==> src/rtl/apb4_register_slave.sv <==
// APB4 slave exposing NUM_REGS word registers: reg0 counts committed writes, the rest are byte-strobed R/W.
// Every transfer inserts WAIT_STATES PREADY-low access cycles before completing.
module apb4_register_slave #(
    parameter int PADDR_SIZE  = 16,
    parameter int PDATA_SIZE  = 32,
    parameter int NUM_REGS    = 8,
    parameter int WAIT_STATES = 1
) (
    input  logic                    PCLK,
    input  logic                    PRESET,
    input  logic                    PSEL,
    input  logic                    PENABLE,
    input  logic [PADDR_SIZE-1:0]   PADDR,
    input  logic                    PWRITE,
    input  logic [PDATA_SIZE/8-1:0] PSTRB,
    input  logic [PDATA_SIZE-1:0]   PWDATA,
    output logic [PDATA_SIZE-1:0]   PRDATA,
    output logic                    PREADY,
    output logic                    PSLVERR
);
    localparam int                    IDX_W     = $clog2(NUM_REGS);
    localparam int                    STRB_W    = PDATA_SIZE / 8;
    localparam logic [PADDR_SIZE-1:0] MAP_LIMIT = PADDR_SIZE'(NUM_REGS * 4);
    localparam logic [3:0]            WAIT_INIT = 4'(WAIT_STATES);

    typedef enum logic [1:0] {S_IDLE, S_WAIT, S_DONE} state_t;

    state_t                state, state_nxt;
    logic [3:0]            wcnt, wcnt_nxt;
    logic [PDATA_SIZE-1:0] regs [NUM_REGS];
    logic [IDX_W-1:0]      idx;
    logic                  setup, access, addr_err, wr_commit;

    assign setup  = PSEL & ~PENABLE;
    assign access = PSEL & PENABLE;
    assign idx    = PADDR[IDX_W+1:2];

    // reg0 is read-only, so a write to it is reported like a bad address
    assign addr_err = (PADDR >= MAP_LIMIT) || (PADDR[1:0] != 2'b00) || (PWRITE && (idx == '0));

    always_ff @(posedge PCLK or posedge PRESET) begin
        if (PRESET) begin
            state <= S_IDLE;
            wcnt  <= '0;
        end else begin
            state <= state_nxt;
            wcnt  <= wcnt_nxt;
        end
    end

    always_comb begin
        state_nxt = state;
        wcnt_nxt  = wcnt;
        case (state)
            S_IDLE: begin
                if (setup) begin
                    wcnt_nxt  = WAIT_INIT;
                    state_nxt = (WAIT_STATES == 0) ? S_DONE : S_WAIT;
                end
            end
            S_WAIT: begin
                if (!PSEL) begin
                    state_nxt = S_IDLE;
                end else if (PENABLE) begin
                    wcnt_nxt = wcnt - 4'd1;
                    if (wcnt <= 4'd1) state_nxt = S_DONE;
                end
            end
            // DONE lasts one cycle whether it completed or the master walked away
            S_DONE:  state_nxt = S_IDLE;
            default: state_nxt = S_IDLE;
        endcase
    end

    assign PREADY    = access && (state == S_DONE);
    assign PSLVERR   = PREADY & addr_err;
    assign wr_commit = PREADY & PWRITE & ~addr_err;
    assign PRDATA    = (PREADY && !PWRITE && !addr_err) ? regs[idx] : '0;

    always_ff @(posedge PCLK or posedge PRESET) begin
        if (PRESET) begin
            for (int i = 0; i < NUM_REGS; i++) regs[i] <= '0;
        end else if (wr_commit) begin
            regs[0] <= regs[0] + PDATA_SIZE'(1);
            // idx is never 0 here, so byte updates cannot collide with the counter
            for (int b = 0; b < STRB_W; b++) begin
                if (PSTRB[b]) regs[idx][b*8 +: 8] <= PWDATA[b*8 +: 8];
            end
        end
    end

endmodule

==> config.mk <==
export PLATFORM = sky130hd
export DESIGN_NAME = apb4_register_slave
export DESIGN_NICKNAME = d
export VERILOG_FILES = /design/src/rtl/apb4_register_slave.sv
export SDC_FILE = /design/constraint.sdc
export NUM_CORES = 1
export LEC_CHECK = 0
export CAP_MARGIN = 20
export CORE_MARGIN = 2
export CORE_UTILIZATION = 59
export DETAILED_ROUTE_END_ITERATION = 10
export PLACE_DENSITY = 0.8
export REMOVE_ABC_BUFFERS = 1
export SLEW_MARGIN = 5
export SYNTH_ARGS = -nofsm -noshare
export SYNTH_HDL_FRONTEND = slang
export SYNTH_SLANG_ARGS = --single-unit
==> constraint.sdc <==
create_clock -name PCLK -period 9.9 [get_ports PCLK]
set_clock_uncertainty 0.1 [all_clocks]
set_input_delay 1.98 -clock PCLK [delete_from_list [all_inputs] [get_ports PCLK]]
set_output_delay 1.98 -clock PCLK [all_outputs]
set_load 0.02 [all_outputs]
Yosys cells after proc, flatten, opt, wreduce, memory -nomap -nowiden
Cells that the tools add are included.
{"block": "classes", "mux": 32, "n_reduce_logical": 15, "bitwise_logic": 8, "n_lt_le_gt_ge": 4, "add_sub_neg": 2, "eq_ne": 7}
{"operator": "256-bit 2-to-1 mux", "count": 7}
{"operator": "256-bit bitwise mux", "count": 4}
{"operator": "32-bit demux with 3-bit select", "count": 4}
{"operator": "32-bit 2-to-1 mux", "count": 4}
{"operator": "32-bit binary-select mux with 3-bit select", "count": 1}
{"operator": "32-bit by 1-bit adder with 32-bit output, second input constant", "count": 1}
{"operator": "24-bit 2-to-1 mux", "count": 1}
{"operator": "16-bit by 6-bit greater-or-equal comparator with 1-bit output, second input constant", "count": 1}
{"operator": "16-bit 2-to-1 mux", "count": 1}
{"operator": "4-bit 2-to-1 mux", "count": 3}
{"operator": "2-bit 2-to-1 mux", "count": 4}
{"operator": "8-bit 2-to-1 mux", "count": 1}
{"operator": "4-bit one-hot mux with 2 select lines", "count": 1}
{"operator": "2-bit != test, second input constant", "count": 3}
{"operator": "3-bit != test, second input constant", "count": 2}
{"operator": "1-bit AND", "count": 5}
{"operator": "1-bit logical AND", "count": 5}
{"operator": "4-bit greater-or-equal comparator, second input constant", "count": 1}
{"operator": "4-bit by 1-bit <= comparator with 1-bit output, second input constant", "count": 1}
{"operator": "4-bit by 1-bit < comparator with 1-bit output, second input constant", "count": 1}
{"operator": "3-bit inverter with 4-bit output", "count": 1}
{"operator": "2-bit one-hot mux with 2 select lines", "count": 1}
{"operator": "4-bit AND reduction", "count": 1}
{"operator": "2-bit nonzero test", "count": 2}
{"operator": "9 further kinds", "count": 12}
{"block": "totals", "wordCells": 78, "regBits": 262, "inputBits": 57}

Longest topological paths before layout
Gate-level depths: netlist of run 1.
{"block": "depth", "ltp_word": 16, "mapped_depth": 8}

Worst setup path before layout of run 1
No wires, ideal clock.
{"block": "synth_path", "path_kind": "input to output", "start": "input PADDR[9]", "end": "output PRDATA[10]", "cell_stages": 6, "t_required_ns": 7.820, "path_buffers": 2, "setup_slack_ns": 3.857, "arrival_ns": 3.963, "cell_sequence": "nor4_2 nand2_1 or4_1 clkbuf_1 clkbuf_1 nor4_1"}
{"block": "synth_via", "elab_chain_cells": 6}
{"item": "start: declaration", "line_no": "13", "text": "input logic [PADDR_SIZE-1:0] PADDR,"}
{"item": "16-bit by 6-bit greater-or-equal comparator with 1-bit output", "line_no": "39", "text": "assign addr_err = (PADDR >= MAP_LIMIT) || (PADDR[1:0] != 2'b00) || (PWRITE && (idx == '0));"}
{"item": "1-bit logical OR (2 in series)", "line_no": "39"}
{"item": "1-bit zero test", "line_no": "78", "text": "assign PRDATA = (PREADY && !PWRITE && !addr_err) ? regs[idx] : '0;"}
{"item": "1-bit logical AND", "line_no": "78"}
{"item": "32-bit 2-to-1 mux", "line_no": "78"}
{"item": "end: declaration", "line_no": "17", "text": "output logic [PDATA_SIZE-1:0] PRDATA,"}
Every way passes these cells.

Worst setup path after layout of run 1
{"block": "layout_path", "start": "input PENABLE", "end": "output PRDATA[29]"}
{"block": "layout_via", "elab_chain_cells": 5}
{"item": "start: declaration", "line_no": "12", "text": "input logic PENABLE,"}
{"item": "1-bit AND", "line_no": "35", "text": "assign access = PSEL & PENABLE;"}
{"item": "1-bit logical AND", "line_no": "75", "text": "assign PREADY = access && (state == S_DONE);"}
{"item": "1-bit logical AND (2 in series)", "line_no": "78"}
{"item": "32-bit 2-to-1 mux", "line_no": "78"}
Every way passes these cells.

==> results_dict.tcl, run 1 <==
set metrics [dict create \
    synth_adder_area_share 0.00309 \
    rows 52 \
    cp_max_fo 17 \
    drt_iter0_drc 664 \
    cts_hold_buffers 0 \
    fillCellCount 1397 \
    cts_tree "yes" \
    io_buffers 90 \
    antenna_found_initial 0 \
    ir_drop_mv 0.138 \
    drcViolationCount 0 \
    cts_root_buffer "clkbuf_16" \
    synthXorXnorAreaFrac 0.0130 \
    async_flop_share 1.00 \
    netlist_area_mm2 0.0121 \
    max_slew_margin 0.360 \
    cts_inserted_buffers 29 \
    floorplan.io_pins 91 \
    crit_buf_inv 3 \
    start_util 0.600 \
    cts_sinks 262 \
    grt_pass1_wl_mm 49.1 \
    vias 8538 \
    finalCritPeriodShare 0.757 \
    cp-end-kind "output port" \
    rr_worst_depth 6 \
    grtUsageTotal 0.288 \
    synth_top_area_share 0.540 \
    ant_nets 0 \
    synthSimpleGateAreaFrac 0.0942 \
    crit_slowest_cell "or4_1" \
    path_depth 6 \
    path_common_cell "clkdlybuf4s50_1" \
    crit_required_ps 7820 \
    hold_viol 0 \
    min_path_cells 1 \
    synth_top_area_cell "dfrtp_1" \
    post_cts_buffers 0 \
    diodes 0 \
    synth-edff-count 0 \
    wl_per_cell_um 23.5 \
    status "complete, no violations" \
    critPathTopFamily "buffers and inverters" \
    hold_class "reg2reg" \
    cp.arrival_ps 5410 \
    multiInputGateArea_mm2 0.00535 \
    fp.dieW_um 147 \
    area_growth_pct 17.4 \
    seq_area_mm2 0.00656 \
    setup_tns_ps 0 \
    nNetsFinal 1071 \
    critPathLaunchType "input port" \
    synth.mux.area_fraction 0.225 \
    clockBufferDepth 3 \
    netlist_top_cells_area "dfrtp_1, mux2_2, mux2_4" \
    clk_pin_slew_ps 60 \
    dp_cells 1249 \
    maxCapViolations 0 \
    p_per_area_mw_per_mm2 162 \
    h-tree-depth 1 \
    synth_top_family_by_area "multiplexers" \
    finalSetupViolCount 0 \
    grt_start_max_net_pins 108 \
    report.final.slew_viol_count 0 \
    yosys_warnings 0 \
    synth_compound_area_frac 0.104 \
    ys.flop_type "dfrtp_1" \
    first_pass_iters 5 \
    core_area_mm2 0.0202 \
    overflow 0 \
    whs_ps 377 \
    ys_seq_area_frac 0.540 \
    cts_resized 0 \
    syn-instance-count 925 \
    clock_latency_ps 550 \
    crit_chain "clkdlybuf4s50_1 -> nand4b_1 -> or4_1 -> buf_4 -> nor4_1 -> clkdlybuf4s50_1" \
    worst_slew_pin_slew_ps 961 \
    dp_hpwl_mm 18.0 \
    gp_congestion 0.787 \
    synth_seq_cells 262 \
    period_needed_ps 7490 \
    die_h_um 147 \
    via_per_inst 6.55 \
    syn_area_per_cell_um2 13.1 \
    routed_wl_mm 30.6 \
    final_cells 1303 \
    rsz0062_at_grt "false" \
    synth.distinct_cells 53 \
    worst-setup-path-type "in2out" \
    die-area_mm2 0.0217 \
    grt_pass1_vias 8650 \
    drive_gt1_frac 0.316 \
    cpPeakStageDelay_ps 970 \
    leakage_nw 6.62 \
    max_freq_ghz 0.133 \
]
[metrics by stage]
step / power (mW) / utilization / instance area (um2) / setup slack [ps]
after CTS: 2.32 / 0.703 / 14200 / 2460
after detailed placement: 1.26 / 0.656 / 13300 / 2480
final: 2.31 / 0.704 / 14300 / 2410
after global routing: 2.39 / 0.704 / 14300 / 2290
after global placement: 1.26 / 0.656 / 13300 / 2620
after floorplan: 1.19 / - / 11900 / 608
[logic make-up after synthesis]
logic type / Yosys count
compound gates: 178
xor+xnor: 18
fa+ha+maj: 3
buf+inv: 58
flops: 262
mux: 227
simple gates: 179
[cell usage after synthesis, drive strengths merged, types with 2 or more instances]
cell and n:
ha 3, nor3 7, o22ai 71, nor4 35
o21ai 8, buf 11, a21oi 22, and2 3
nand2 36, nand2b 3, nor2 40, o22a 31
mux2i 2, and3 5, and4 9, xor2 3
a22o 2, inv 10, or3b 2, dfrtp 262
xnor2 15, nand4 15, nand3b 3, clkbuf 37
o221ai 31, nand3 17, mux2 225, a211oi 3
a21boi 2
[where the power goes]
part,internal [mW],leakage [nW],switching [mW],total (mW)
Combinational,0.0612,2.50,0.0939,0.155
Sequential,1.08,3.66,0.00941,1.09
Clock,0.629,0.467,0.437,1.07
Total,1.77,6.62,0.541,2.31
[final cells by class]
class                   count  share of cell area
well taps                 270              0.0237
flip-flops and latches    262               0.460
repair buffers            103              0.0715
multi-input cells         605               0.375
clock inverters            13             0.00913
clock buffers              40              0.0573
inverters                  10             0.00316
[registers in the layout, summed over array words and instances (netlist names)]
register and count:
wcnt 4, regs 256, state 2
[cell usage in the layout, fill, tap and decap left out, types with 4 or more instances in the layout]
| cell | count |
|---|---|
| o22a_1 | 31 |
| nand4_1 | 15 |
| nand3_2 | 4 |
| nor2_8 | 6 |
| o21ai_0 | 7 |
| inv_1 | 9 |
| clkbuf_8 | 5 |
| buf_4 | 12 |
| clkinv_2 | 7 |
| nor4_1 | 32 |
| dfrtp_1 | 262 |
| nor2_2 | 21 |
| nor2_1 | 12 |
| clkbuf_1 | 6 |
| and3_1 | 4 |
| nor3_1 | 7 |
| mux2_2 | 177 |
| o22ai_1 | 71 |
| mux2_4 | 48 |
| clkdlybuf4s50_1 | 90 |
| o221ai_1 | 31 |
| and4_1 | 9 |
| clkbuf_16 | 29 |
| nand3_1 | 12 |
| nand2_1 | 36 |
| xnor2_1 | 15 |
| a21oi_1 | 22 |
[routing by layer]
metal,vias to the layer above,share of wire,global-route usage
met5,-,0,0
met4,0,0.027,0.0923
met3,66,0.070,0.0528
met2,334,0.46,0.444
met1,4419,0.44,0.421
li1,3719,-,-
[path summary, 6_finish.rpt]
path / slack (ps) / end / startpoint
max in group asynchronous: 6330 / regs[255] / PRESET
worst min-delay path: 380 / regs[255] / regs[255]
worst max register to register: 7040 / regs[173] / state[0]
min in group asynchronous: 1890 / regs[216] / PRESET
worst max-delay path: 2410 / PRDATA[29] / PENABLE
worst min register to register: 380 / regs[255] / regs[255]
Note: power is estimated with default switching activity, not from simulation.
==> run 2, diff against run 1 <==
CORE_UTILIZATION = 53   (was 59)
PLACE_DENSITY = 0.76   (was 0.8)
clock period = 6.8 ns   (was 9.9 ns; I/O delays follow)
==> results_dict.tcl, run 2 (synthesized netlist as in run 1, its figures left out) <==
set metrics [dict create \
    status "complete, no violations" \
    fin_ws_ps 938 \
    dp_cells 1272 \
    ir_drop_mv 0.183 \
    cts_inserted_buffers 28 \
    fp.dieW_um 155 \
    finalSetupViolCount 0 \
    die-area_mm2 0.0241 \
    vias 8484 \
    rows 55 \
    overflow 0 \
    clk_pin_slew_ps 60 \
    cts_sinks 262 \
    worst_slew_pin_slew_ps 1080 \
    clockBufferDepth 3 \
    area_growth_pct 18.0 \
    drive_gt1_frac 0.316 \
    cp-end-kind "output port" \
    cts_root_buffer "clkbuf_16" \
    via_per_inst 6.41 \
    cp_max_fo 16 \
    dpl_worst_slack_ps 1020 \
    grtUsageTotal 0.256 \
    crit_required_ps 5340 \
    cts_hold_buffers 0 \
    hold_class "reg2reg" \
    maxCapViolations 0 \
    cp.arrival_ps 4400 \
    max_slew_margin 0.278 \
    finalCritPeriodShare 0.862 \
    rsz0062_at_grt "false" \
    diodes 0 \
    gp_congestion 0.791 \
    wl_per_cell_um 22.9 \
    core_area_mm2 0.0226 \
    leakage_nw 6.65 \
    h-tree-depth 1 \
    largest_reg_flops 256 \
    post_cts_buffers 0 \
    grt_start_max_net_pins 149 \
    final_cells 1324 \
    largest-register "regs" \
    setup_tns_ps 0 \
    layout_commonest_cell "dfrtp_1" \
    cts_tree "yes" \
    place_area_mm2 0.0134 \
    max_freq_ghz 0.171 \
    worst-setup-path-type "in2out" \
    drcViolationCount 0 \
    first_pass_iters 8 \
    grt_pass1_wl_mm 48.9 \
    p_per_area_mw_per_mm2 232 \
    critPathLaunchType "input port" \
    routed_wl_mm 30.4 \
    antenna_found_initial 0 \
    dp_hpwl_mm 18.5 \
    drt_iter0_drc 754 \
    cts_resized 0 \
    ant_nets 0 \
    report.final.slew_viol_count 0 \
    grt_pass1_vias 8702 \
    start_util 0.538 \
    design_power_total_mw 3.33 \
    hold_viol 0 \
    io_buffers 90 \
    top_regs "regs (256), wcnt (4), state (2)" \
    floorplan.io_pins 91 \
    clock_latency_ps 530 \
    final_area_mm2 0.0143 \
    layout_common_cells "dfrtp_1, mux2_2, clkdlybuf4s50_1, o22ai_1, mux2_4" \
    period_needed_ps 5860 \
    die_h_um 155 \
    nNetsFinal 1078 \
]
[run 2: report_power, final]
group / switching (mW) / internal [mW]
sequential: 0.0135 / 1.57
combinational: 0.135 / 0.0926
clock: 0.605 / 0.913
total: 0.754 / 2.58
[run 2: worst max-delay path: stages]
cell and delay, ps:
clkdlybuf4s50_1 640, nand3b_1 830, buf_4 330, o221ai_1 180
nor4_1 370, clkdlybuf4s50_1 690
[run 2: final cells by class]
cell class	count	area, um2
fillers	1694	8250
flip-flops and latches	262	6560
multi-input cells	605	5350
repair buffers	111	1090
clock buffers	43	828
well taps	285	357
clock inverters	8	96.3
inverters	10	45.0
[run 2: final timing paths]
kind / cells past startpoint / startpoint / to / slack, ps
min: 1 / regs[255] / regs[255] / 380
max reg2reg: 6 / state[0] / regs[207] / 3950
max in group asynchronous: 4 / PRESET / regs[96] / 4110
min reg2reg: 1 / regs[255] / regs[255] / 380
max: 6 / PADDR[3] / PRDATA[16] / 940
min in group asynchronous: 2 / PRESET / regs[184] / 1090
[run 2: per-stage QoR]
step	utilization	hold WS [ps]
2_1_floorplan	-	346
3_3_place_gp	0.592	378
3_5_place_dp	0.592	369
4_1_cts	0.633	381
5_1_grt	0.634	417
6_report	0.634	384
[run 2: routing by layer]
metal / wire (um) / GRT usage
met1: 13700 / 0.364
met5: 0 / 0
met4: 558 / 0.0695
met2: 14500 / 0.411
met3: 1620 / 0.0440
